--- config.mk ---
export PLATFORM = sky130hd
export DESIGN_NAME = rob_port_arbiter
export DESIGN_NICKNAME = d
export VERILOG_FILES = /design/src/rtl/rob_port_arbiter.sv
export SDC_FILE = /design/constraint.sdc
export NUM_CORES = 1
export LEC_CHECK = 0
export CAP_MARGIN = 20
export CORE_ASPECT_RATIO = 1.5
export CORE_MARGIN = 1
export CORE_UTILIZATION = 50
export DETAILED_ROUTE_END_ITERATION = 12
export GPL_TIMING_DRIVEN = 0
export HOLD_SLACK_MARGIN = 0.06
export PLACE_DENSITY = 0.87
export RECOVER_POWER = 50
export REMOVE_ABC_BUFFERS = 1
export SETUP_SLACK_MARGIN = 0.02
export SYNTH_ARGS = -nofsm -noshare
export SYNTH_HDL_FRONTEND = slang
export SYNTH_SLANG_ARGS = --single-unit
--- constraint.sdc ---
create_clock -name clk -period 5.05 [get_ports clk]
set_input_delay 1.01 -clock clk [delete_from_list [all_inputs] [get_ports clk]]
set_output_delay 1.01 -clock clk [all_outputs]
set_load 0.01 [all_outputs]
--- src/rtl/rob_port_arbiter.sv ---
// rob_port_arbiter: shares the reorder_buffer AR/R slave port between NUM_REQ
// requesters. It allocates 4-bit IDs from a free bitmap, grants requesters
// round-robin, and routes returning R beats back to the owner of each ID.
module rob_port_arbiter #(
   parameter int DATA_WIDTH = 8,
   parameter int NUM_REQ    = 4
) (
   input  logic                  clk,
   input  logic                  rst_n,
   input  logic [NUM_REQ-1:0]    req_arvalid_i,
   output logic [NUM_REQ-1:0]    req_arready_o,
   output logic [3:0]            req_arid_o,
   output logic [DATA_WIDTH-1:0] req_rdata_o,
   output logic [3:0]            req_rid_o,
   output logic [NUM_REQ-1:0]    req_rvalid_o,
   input  logic [NUM_REQ-1:0]    req_rready_i,
   output logic [3:0]            m_arid_o,
   output logic                  m_arvalid_o,
   input  logic                  m_arready_i,
   input  logic [DATA_WIDTH-1:0] m_rdata_i,
   input  logic [3:0]            m_rid_i,
   input  logic                  m_rvalid_i,
   output logic                  m_rready_o,
   output logic [4:0]            outstanding_o,
   output logic                  unexpected_rid_o
);

   localparam logic [1:0] LAST_RST = 2'(NUM_REQ - 1);

   logic [15:0]      free_q, free_d;
   logic [15:0][1:0] owner_q, owner_d;
   logic [1:0]       last_q, last_d;
   logic             arvalid_q, arvalid_d;
   logic [3:0]       arid_q, arid_d;
   logic [4:0]       outst_q, outst_d;
   logic             unexp_q, unexp_d;

   logic       found;
   logic [1:0] win;
   logic [3:0] alloc_id;
   logic       grant;
   logic [1:0] r_owner;
   logic       r_owned;
   logic       r_fire;

   // Round-robin search starting just after the last winner.
   always_comb begin
      found = 1'b0;
      win   = '0;
      for (int i = 1; i <= NUM_REQ; i++) begin
         if (!found && req_arvalid_i[(int'(last_q) + i) % NUM_REQ]) begin
            found = 1'b1;
            win   = 2'((int'(last_q) + i) % NUM_REQ);
         end
      end
   end

   // Lowest free ID, taken from the registered bitmap only, so an ID freed
   // this cycle cannot be handed out until the next one.
   always_comb begin
      alloc_id = '0;
      for (int i = 15; i >= 0; i--) begin
         if (free_q[i]) alloc_id = 4'(i);
      end
   end

   assign grant = (!arvalid_q || m_arready_i) && found && (free_q != '0);

   // Grant is presented to the winner in the same cycle it is decided.
   always_comb begin
      req_arready_o = '0;
      if (grant) req_arready_o[win] = 1'b1;
   end

   assign req_arid_o = grant ? alloc_id : 4'd0;

   // R beats pass straight through; an unowned ID is swallowed.
   assign r_owner = owner_q[m_rid_i];
   assign r_owned = !free_q[m_rid_i];
   assign r_fire  = m_rvalid_i && r_owned && req_rready_i[r_owner];

   always_comb begin
      req_rvalid_o = '0;
      if (r_owned) req_rvalid_o[r_owner] = m_rvalid_i;
   end

   // Unowned beats are always accepted so they cannot block the return path.
   assign m_rready_o  = r_owned ? req_rready_i[r_owner] : m_rvalid_i;
   assign req_rdata_o = m_rdata_i;
   assign req_rid_o   = m_rid_i;

   // Next state for the ID pool, AR output register and counters.
   always_comb begin
      free_d    = free_q;
      owner_d   = owner_q;
      last_d    = last_q;
      arvalid_d = arvalid_q;
      arid_d    = arid_q;
      outst_d   = outst_q;
      unexp_d   = unexp_q;
      if (r_fire) free_d[m_rid_i] = 1'b1;
      if (grant) begin
         free_d[alloc_id]  = 1'b0;
         owner_d[alloc_id] = win;
         last_d            = win;
         arvalid_d         = 1'b1;
         arid_d            = alloc_id;
      end else if (m_arready_i) begin
         arvalid_d = 1'b0;
      end
      if (grant && !r_fire)      outst_d = outst_q + 5'd1;
      else if (!grant && r_fire) outst_d = outst_q - 5'd1;
      if (m_rvalid_i && !r_owned) unexp_d = 1'b1;
   end

   // State registers.
   always_ff @(posedge clk or negedge rst_n) begin
      if (!rst_n) begin
         free_q    <= '1;
         owner_q   <= '0;
         last_q    <= LAST_RST;
         arvalid_q <= 1'b0;
         arid_q    <= '0;
         outst_q   <= '0;
         unexp_q   <= 1'b0;
      end else begin
         free_q    <= free_d;
         owner_q   <= owner_d;
         last_q    <= last_d;
         arvalid_q <= arvalid_d;
         arid_q    <= arid_d;
         outst_q   <= outst_d;
         unexp_q   <= unexp_d;
      end
   end

   assign m_arvalid_o      = arvalid_q;
   assign m_arid_o         = arid_q;
   assign outstanding_o    = outst_q;
   assign unexpected_rid_o = unexp_q;

endmodule
# == Word-level counts from Yosys, hierarchy flattened ==
# Cells that the tools add are included.
# totals
ff_bits,61
inputBits,24
out_inout_bits,36
wordCells,140
# classes
addsub,6
order_cmp,12
n_mux,63
bitwise_logic,8
reduce_logical,29
# op_table
cell,count
4-bit 2-to-1 mux,19
32-bit bitwise mux,1
16-bit 2-to-1 mux,2
1-bit 2-to-1 mux,21
16-bit bitwise AND,1
3-bit by 4-bit < comparator with 1-bit output (second input constant),4
16-bit inverter,1
16-bit bitwise OR,1
16-bit nonzero test,1
1-bit logical AND,14
2-bit 2-to-1 mux,6
1-bit binary-select mux with 2-bit select,5
4-bit by 5-bit < comparator with 1-bit output (second input constant),2
5-bit 2-to-1 mux,2
2-bit binary-select mux with 4-bit select,1
1-bit demux with 4-bit select,2
2-bit demux with 4-bit select,1
4-bit by 1-bit greater-or-equal comparator with 1-bit output (second input constant),2
2-bit OR reduction,4
1-bit zero test,7
2-bit by 3-bit < comparator with 1-bit output (second input constant),2
5-bit by 1-bit adder with 5-bit output (second input constant),1
5-bit by 1-bit subtractor with 5-bit output (second input constant),1
2-bit by 1-bit adder with 2-bit output (second input constant),2
8 further kinds,15

# == Depth between registers and ports, before layout ==
# Gate-level depths: netlist of the first run.
# depth
word_depth,23
depth_mapped,16

# == Worst setup path after synthesis of the first run ==
# No wires, ideal clock.
# synth_path
path_type,input -> register
startpoint,input port m_rid_i[0]
endpoint,"register outst_q[4], in the netlist outstanding_o[4]"
setup_time_ns,0.125
arrival_ns,4.409
path_slack_ns,0.516
path_stages,15
path_buffers,2
cell_sequence,buf_4 mux4_2 mux2i_1 mux2_2 a221o_1 a22oi_4 buf_4 ha_1 inv_1 fa_1 a21o_1 a21oi_1 xnor2_1 nor2_1 xor2_1
# synth_between
elab_chain_cells,8
word_cells_on_any_way,14
cone_classes,7 x mux; 7 x reduce/logical
# synth_lines
element,line,rtl
start: declaration,21,"input logic [3:0] m_rid_i,"
2-bit binary-select mux with 4-bit select or 1-bit binary-select mux with 4-bit select (tied branches),"78, 79",
2-bit 2-to-1 mux (implied by the code) or 1-bit 2-to-1 mux (tied branches),"78, 79",
1-bit binary-select mux with 2-bit select or 1-bit zero test (tied branches),"80, 79",
1-bit 2-to-1 mux (implied by the code) or 1-bit logical AND (tied branches),80,assign r_fire = m_rvalid_i && r_owned && req_rready_i[r_owner];
1-bit logical AND *,80,
1-bit zero test,111,if (grant && !r_fire) outst_d = outst_q + 5'd1;
1-bit logical AND,111,
5-bit 2-to-1 mux or 2-bit nonzero test (tied branches),n/a,
end signal: assignment,132,outst_q <= outst_d;
end: declaration,35,"logic [4:0] outst_q, outst_d;"
# Mark *: on every way between the ends. The rest lies on a longest branch, timed or not. The select of a mux whose other input is x is not followed.
# A chain may end at the register's enable or synchronous reset.

# == Worst setup path after layout of the first run ==
# layout_path
startpoint,input port m_rid_i[1]
endpoint,output port req_rvalid_o[0]
# layout_between
elab_chain_cells,8
word_cells_on_any_way,11
cone_classes,2 x order compare; 7 x mux; 1 x bitwise; 1 x reduce/logical
# layout_lines
element,line,rtl
2-bit binary-select mux with 4-bit select,78,assign r_owner = owner_q[m_rid_i];
2-bit 2-to-1 mux (implied by the code),78,
2-bit by 3-bit < comparator with 1-bit output (implied by the code) or 2-bit by 1-bit greater-or-equal comparator with 1-bit output (tied branches),84,if (r_owned) req_rvalid_o[r_owner] = m_rvalid_i;
1-bit logical AND (implied by the code),84,
1-bit 2-to-1 mux (implied by the code),84,
1-bit demux with 2-bit select,84,
4-bit bitwise AND (no line),n/a,
4-bit 2-to-1 mux *,84,
end: declaration,15,"output logic [NUM_REQ-1:0] req_rvalid_o,"
# Marked as above.

==> results of run 1 <==
[how the worst max path moves through the flow]
stage / from / end / depth (start not counted)
finish: m_rid_i[1] / req_rvalid_o[0] / 7
global route: m_rid_i[0] / m_rready_o / 8
CTS: m_rid_i[0] / m_rready_o / 8
detailed placement: m_rid_i[0] / outstanding_o[4] / 14
global placement: m_rid_i[0] / outstanding_o[4] / 14
floorplan: m_rid_i[0] / outstanding_o[4] / 13
[power breakdown]
part           total, mW  internal, mW  leakage (nW)  switching, mW
Sequential         0.948         0.773         0.708          0.176
Clock              0.424         0.242        0.0947          0.182
Combinational       1.68         0.796         0.909          0.886
Total               3.05          1.81          1.71           1.24
[kinds of logic (layout without fill, tap and decap cells)]
group | after synthesis | in the layout | synth area share
compound gates | 69 | 69 | 0.135
xor+xnor | 5 | 5 | 0.0120
fa+ha+maj | 5 | 5 | 0.0192
buf+inv | 40 | 77 | 0.0591
flops | 61 | 61 | 0.425
mux | 51 | 51 | 0.187
simple gates | 118 | 118 | 0.162
[repair_timing]
action | CTS | global route
cloned | 0 | 0
gates resized for setup | 7 | 1
setup buffers | 1 | 0
pin swaps | 1 | 0
setup endpoints to repair | 9 | 1
[metal layers]
metal,global-route usage,wire [um],vias up,share of wire
met2,0.396,4520,118,0.52
met5,0,0,-,0
met3,0.0540,481,36,0.055
li1,-,-,1318,-
met4,0.172,456,0,0.052
met1,0.293,3290,1407,0.38
[flip-flops by register name (all words and copies together) (netlist names)]
name,count
unexpected_rid_o,1
free_q,16
m_arvalid_o,1
owner_q,32
last_q,2
m_arid_o,4
outstanding_o,5
[worst register-to-register path, cell delays in order (launching register included)]
cell and delay (ns):
sky130_fd_sc_hd__dfrtp_1 0.38, sky130_fd_sc_hd__mux4_2 0.48, sky130_fd_sc_hd__mux2i_2 0.31, sky130_fd_sc_hd__mux2_2 0.38, sky130_fd_sc_hd__a221o_1 0.40, sky130_fd_sc_hd__a22oi_4 0.28, sky130_fd_sc_hd__ha_1 0.24, sky130_fd_sc_hd__inv_1 0.11
sky130_fd_sc_hd__fa_1 0.41, sky130_fd_sc_hd__a21o_1 0.20, sky130_fd_sc_hd__a21oi_1 0.17, sky130_fd_sc_hd__xnor2_1 0.14, sky130_fd_sc_hd__nor2_1 0.07, sky130_fd_sc_hd__xor2_1 0.14
[through the flow]
step	setup slack [ns]	setup TNS [ns]	cell area, um2
5_1_grt	0.0670	0	4230
3_3_place_gp	-0.991	-7.14	4010
2_1_floorplan	0.711	0	3480
4_1_cts	0.126	0	4250
3_5_place_dp	-0.985	-3.57	4060
6_report	0.183	0	4230
[synthesized netlist by cell type, types with 8 or more instances]
master / count / share of area
sky130_fd_sc_hd__buf_4: 14 / 0.029
sky130_fd_sc_hd__mux4_2: 10 / 0.062
sky130_fd_sc_hd__inv_1: 13 / 0.013
sky130_fd_sc_hd__dfstp_2: 18 / 0.13
sky130_fd_sc_hd__a21oi_1: 12 / 0.016
sky130_fd_sc_hd__mux2_2: 35 / 0.11
sky130_fd_sc_hd__nor4_1: 8 / 0.014
sky130_fd_sc_hd__nor2_1: 34 / 0.035
sky130_fd_sc_hd__dfrtp_1: 43 / 0.30
sky130_fd_sc_hd__nor3_1: 9 / 0.012
sky130_fd_sc_hd__nand2_1: 34 / 0.035
sky130_fd_sc_hd__nand2b_1: 8 / 0.014
sky130_fd_sc_hd__o21ai_0: 15 / 0.021
[layout make-up]
cell class / instances / area (um2) / share of cell area
inverters: 13 / 48.8 / 0.0115
clock buffers: 14 / 153 / 0.0361
well taps: 78 / 97.6 / 0.0231
repair buffers: 48 / 450 / 0.106
multi-input cells: 248 / 1900 / 0.449
flip-flops and latches: 61 / 1550 / 0.366
clock inverters: 2 / 35.0 / 0.00828
==> run summary, run 1 <==
Walking the worst path, the cells encountered are dlygate4sd2_1, mux4_2, mux2_2, o21ai_0, nand3_1, nor2_1, clkdlybuf4s50_1. Counting the buffers created by CTS gives 9. Synthesis produced 349 cells. Post-route clock period utilization: 0.964. Based on the critical path, the design can be clocked at up to 205 MHz. Excluding fillers, the count of instances in the completed layout stands at 464. The final layout contains 410 nets. Entering global routing, the biggest net connects 44 pins.

Detailed routing inserted a total of 2879 vias. The synthesis-stage register bit count came out at 61. The via count of the first global-routing pass is 2827.

The synthesized netlist contains 53 unique library cells. Setup slack on the worst reg-to-reg path comes out at 1.24 ns. The via density per instance was 6.20. Start-to-end type of the worst setup path: input port to output pin. Leaving out fill and tap cells, the most frequent cell in the layout is sky130_fd_sc_hd__dfrtp_1.

For this run, the number of Yosys warnings is 0. The worst hold path cell count was 1; the initial core utilization was 0.525. In the routed design, unresolved DRC markers number 0. For the insertion delay of the later-clocked pin in the worst-skew pair, the log shows 0.34 ns.

The endpoint identified for the worst register-to-register timing path is outstanding_o[4]. The total congestion overflow after global routing was 0; the detailed router's first-iteration violation count was 183. The height of the die came out at 107 um. The startpoint identified for the worst register-to-register timing path is owner_q[28]. The family of cells with the greatest summed delay on the critical path is buffers and inverters.

The number of enable flip-flop cells after synthesis was 0. The logs give 0.0136 ns for the final worst clock skew and 0 for the number of hold violations in the final report. TritonCTS built the clock tree.

Count of nets left with antenna violations after detail routing: 0. Counting along the longest clock path gives a buffer depth of 2. The slowest stage of the critical path is the sky130_fd_sc_hd__dlygate4sd2_1 cell.

The run gives 572 as the filler cell count in the final layout. Wire length per cell after detailed routing: 18.9 um. The pre-antenna-repair detailed-routing pass consisted of 4 iterations. Measured in cells, the most critical reg-to-reg path has a length of 13. The slew at the pin with the worst max-slew slack was 2.22 ns.

After floorplanning, the core was divided into 37 placement rows. The worst hold path terminates at outstanding_o[4]. Port buffering added 43 buffers. The capturing element type of the critical path was an output pin. The root buffer cell chosen for the clock tree is sky130_fd_sc_hd__clkbuf_8. The number of placed instances, taps included, is 447. The proportion of register bits with asynchronous set or reset after synthesis is 1.00. The fraction of the core area covered by cells at the end of the flow is 0.609. In the layout the commonest cells are sky130_fd_sc_hd__dfrtp_1 (43), sky130_fd_sc_hd__mux2_2 (35), sky130_fd_sc_hd__nor2_1 (34), sky130_fd_sc_hd__nand2_1 (34), sky130_fd_sc_hd__clkdlybuf4s50_1 (30). Power comes to 3.05 mW.

Relative to the synthesized area, the layout overhead comes to 16.1%. Detailed placement finished with a half-perimeter wire length of 6.42 mm. Dividing total power by cell area gives a power density of 722 mW/mm2.

For the summed instance area of the synthesized netlist, the log shows 0.00364 mm2. The run finished, with violations left. Count of endpoints failing setup in the final report: 0. The number of max-cap violations was 1. Setup repair after global routing left no endpoint under its margin.

The mean instance size in the synthesized netlist is 10.4 um2. In this design, the stage delay of the slowest critical-path cell is 0.81 ns. The H-tree was split into 3 levels. Leading register cell type out of synthesis: sky130_fd_sc_hd__dfrtp_1. For the area enclosed by the die boundary, the log shows 0.00764 mm2. The boundary pin count is 60, and the total leakage power is 1.71 nW. The logs give -0.480 for the headroom to the max-slew limit and 8.75 mm for the final wirelength. IR analysis of the VDD net gives a maximum drop of 0.483 mV.

The clock net in this run drives a total of 61 sinks. At the end of routability-driven placement, the weighted congestion stood at 0.969. The total of hold buffers inserted after clock tree synthesis was 0; the total count of max-transition violations in the final report was 44. The fraction of layout instances using a drive strength above 1 works out to 0.241.

Kind of start point of the critical path: an input port. The sequential cell area fraction in the yosys report is 0.425, and the final critical delay including setup and external delays is 4.87 ns. For the core area, the log shows 0.00694 mm2. The required time at the worst-slack endpoint was 4.04 ns. The run gives 0 as the number of antenna violations at the first check in global routing. The tools report the final hold slack as 0.472 ns. The critical-path maximum fanout is 18, and the overall track demand over capacity in global routing is 0.248. For the count of antenna diodes in the layout, the log shows 0.

The worst hold path begins at outstanding_o[4]. The tools report the data arrival time at the worst-slack endpoint as 3.86 ns. The number of buffers and inverters on the critical path is 2.

The tools report the wire length of the first global-routing pass as 14.2 mm. From left edge to right edge, the die measures 71.7 um. The tightest min-delay check is of the flop to flop type.

The checks that failed: max-capacitance violations, max-slew violations. The clock transition at the registers of the reported paths works out to 0.07 ns.
No activity file was read; power rests on OpenSTA's default activity.
==> inputs of run 2 (changes only) <==
- ABC_CLOCK_PERIOD_IN_PS: unset -> 5050
==> results of run 2 <==
Final layout, timing and power as in run 1 (identical DEF).
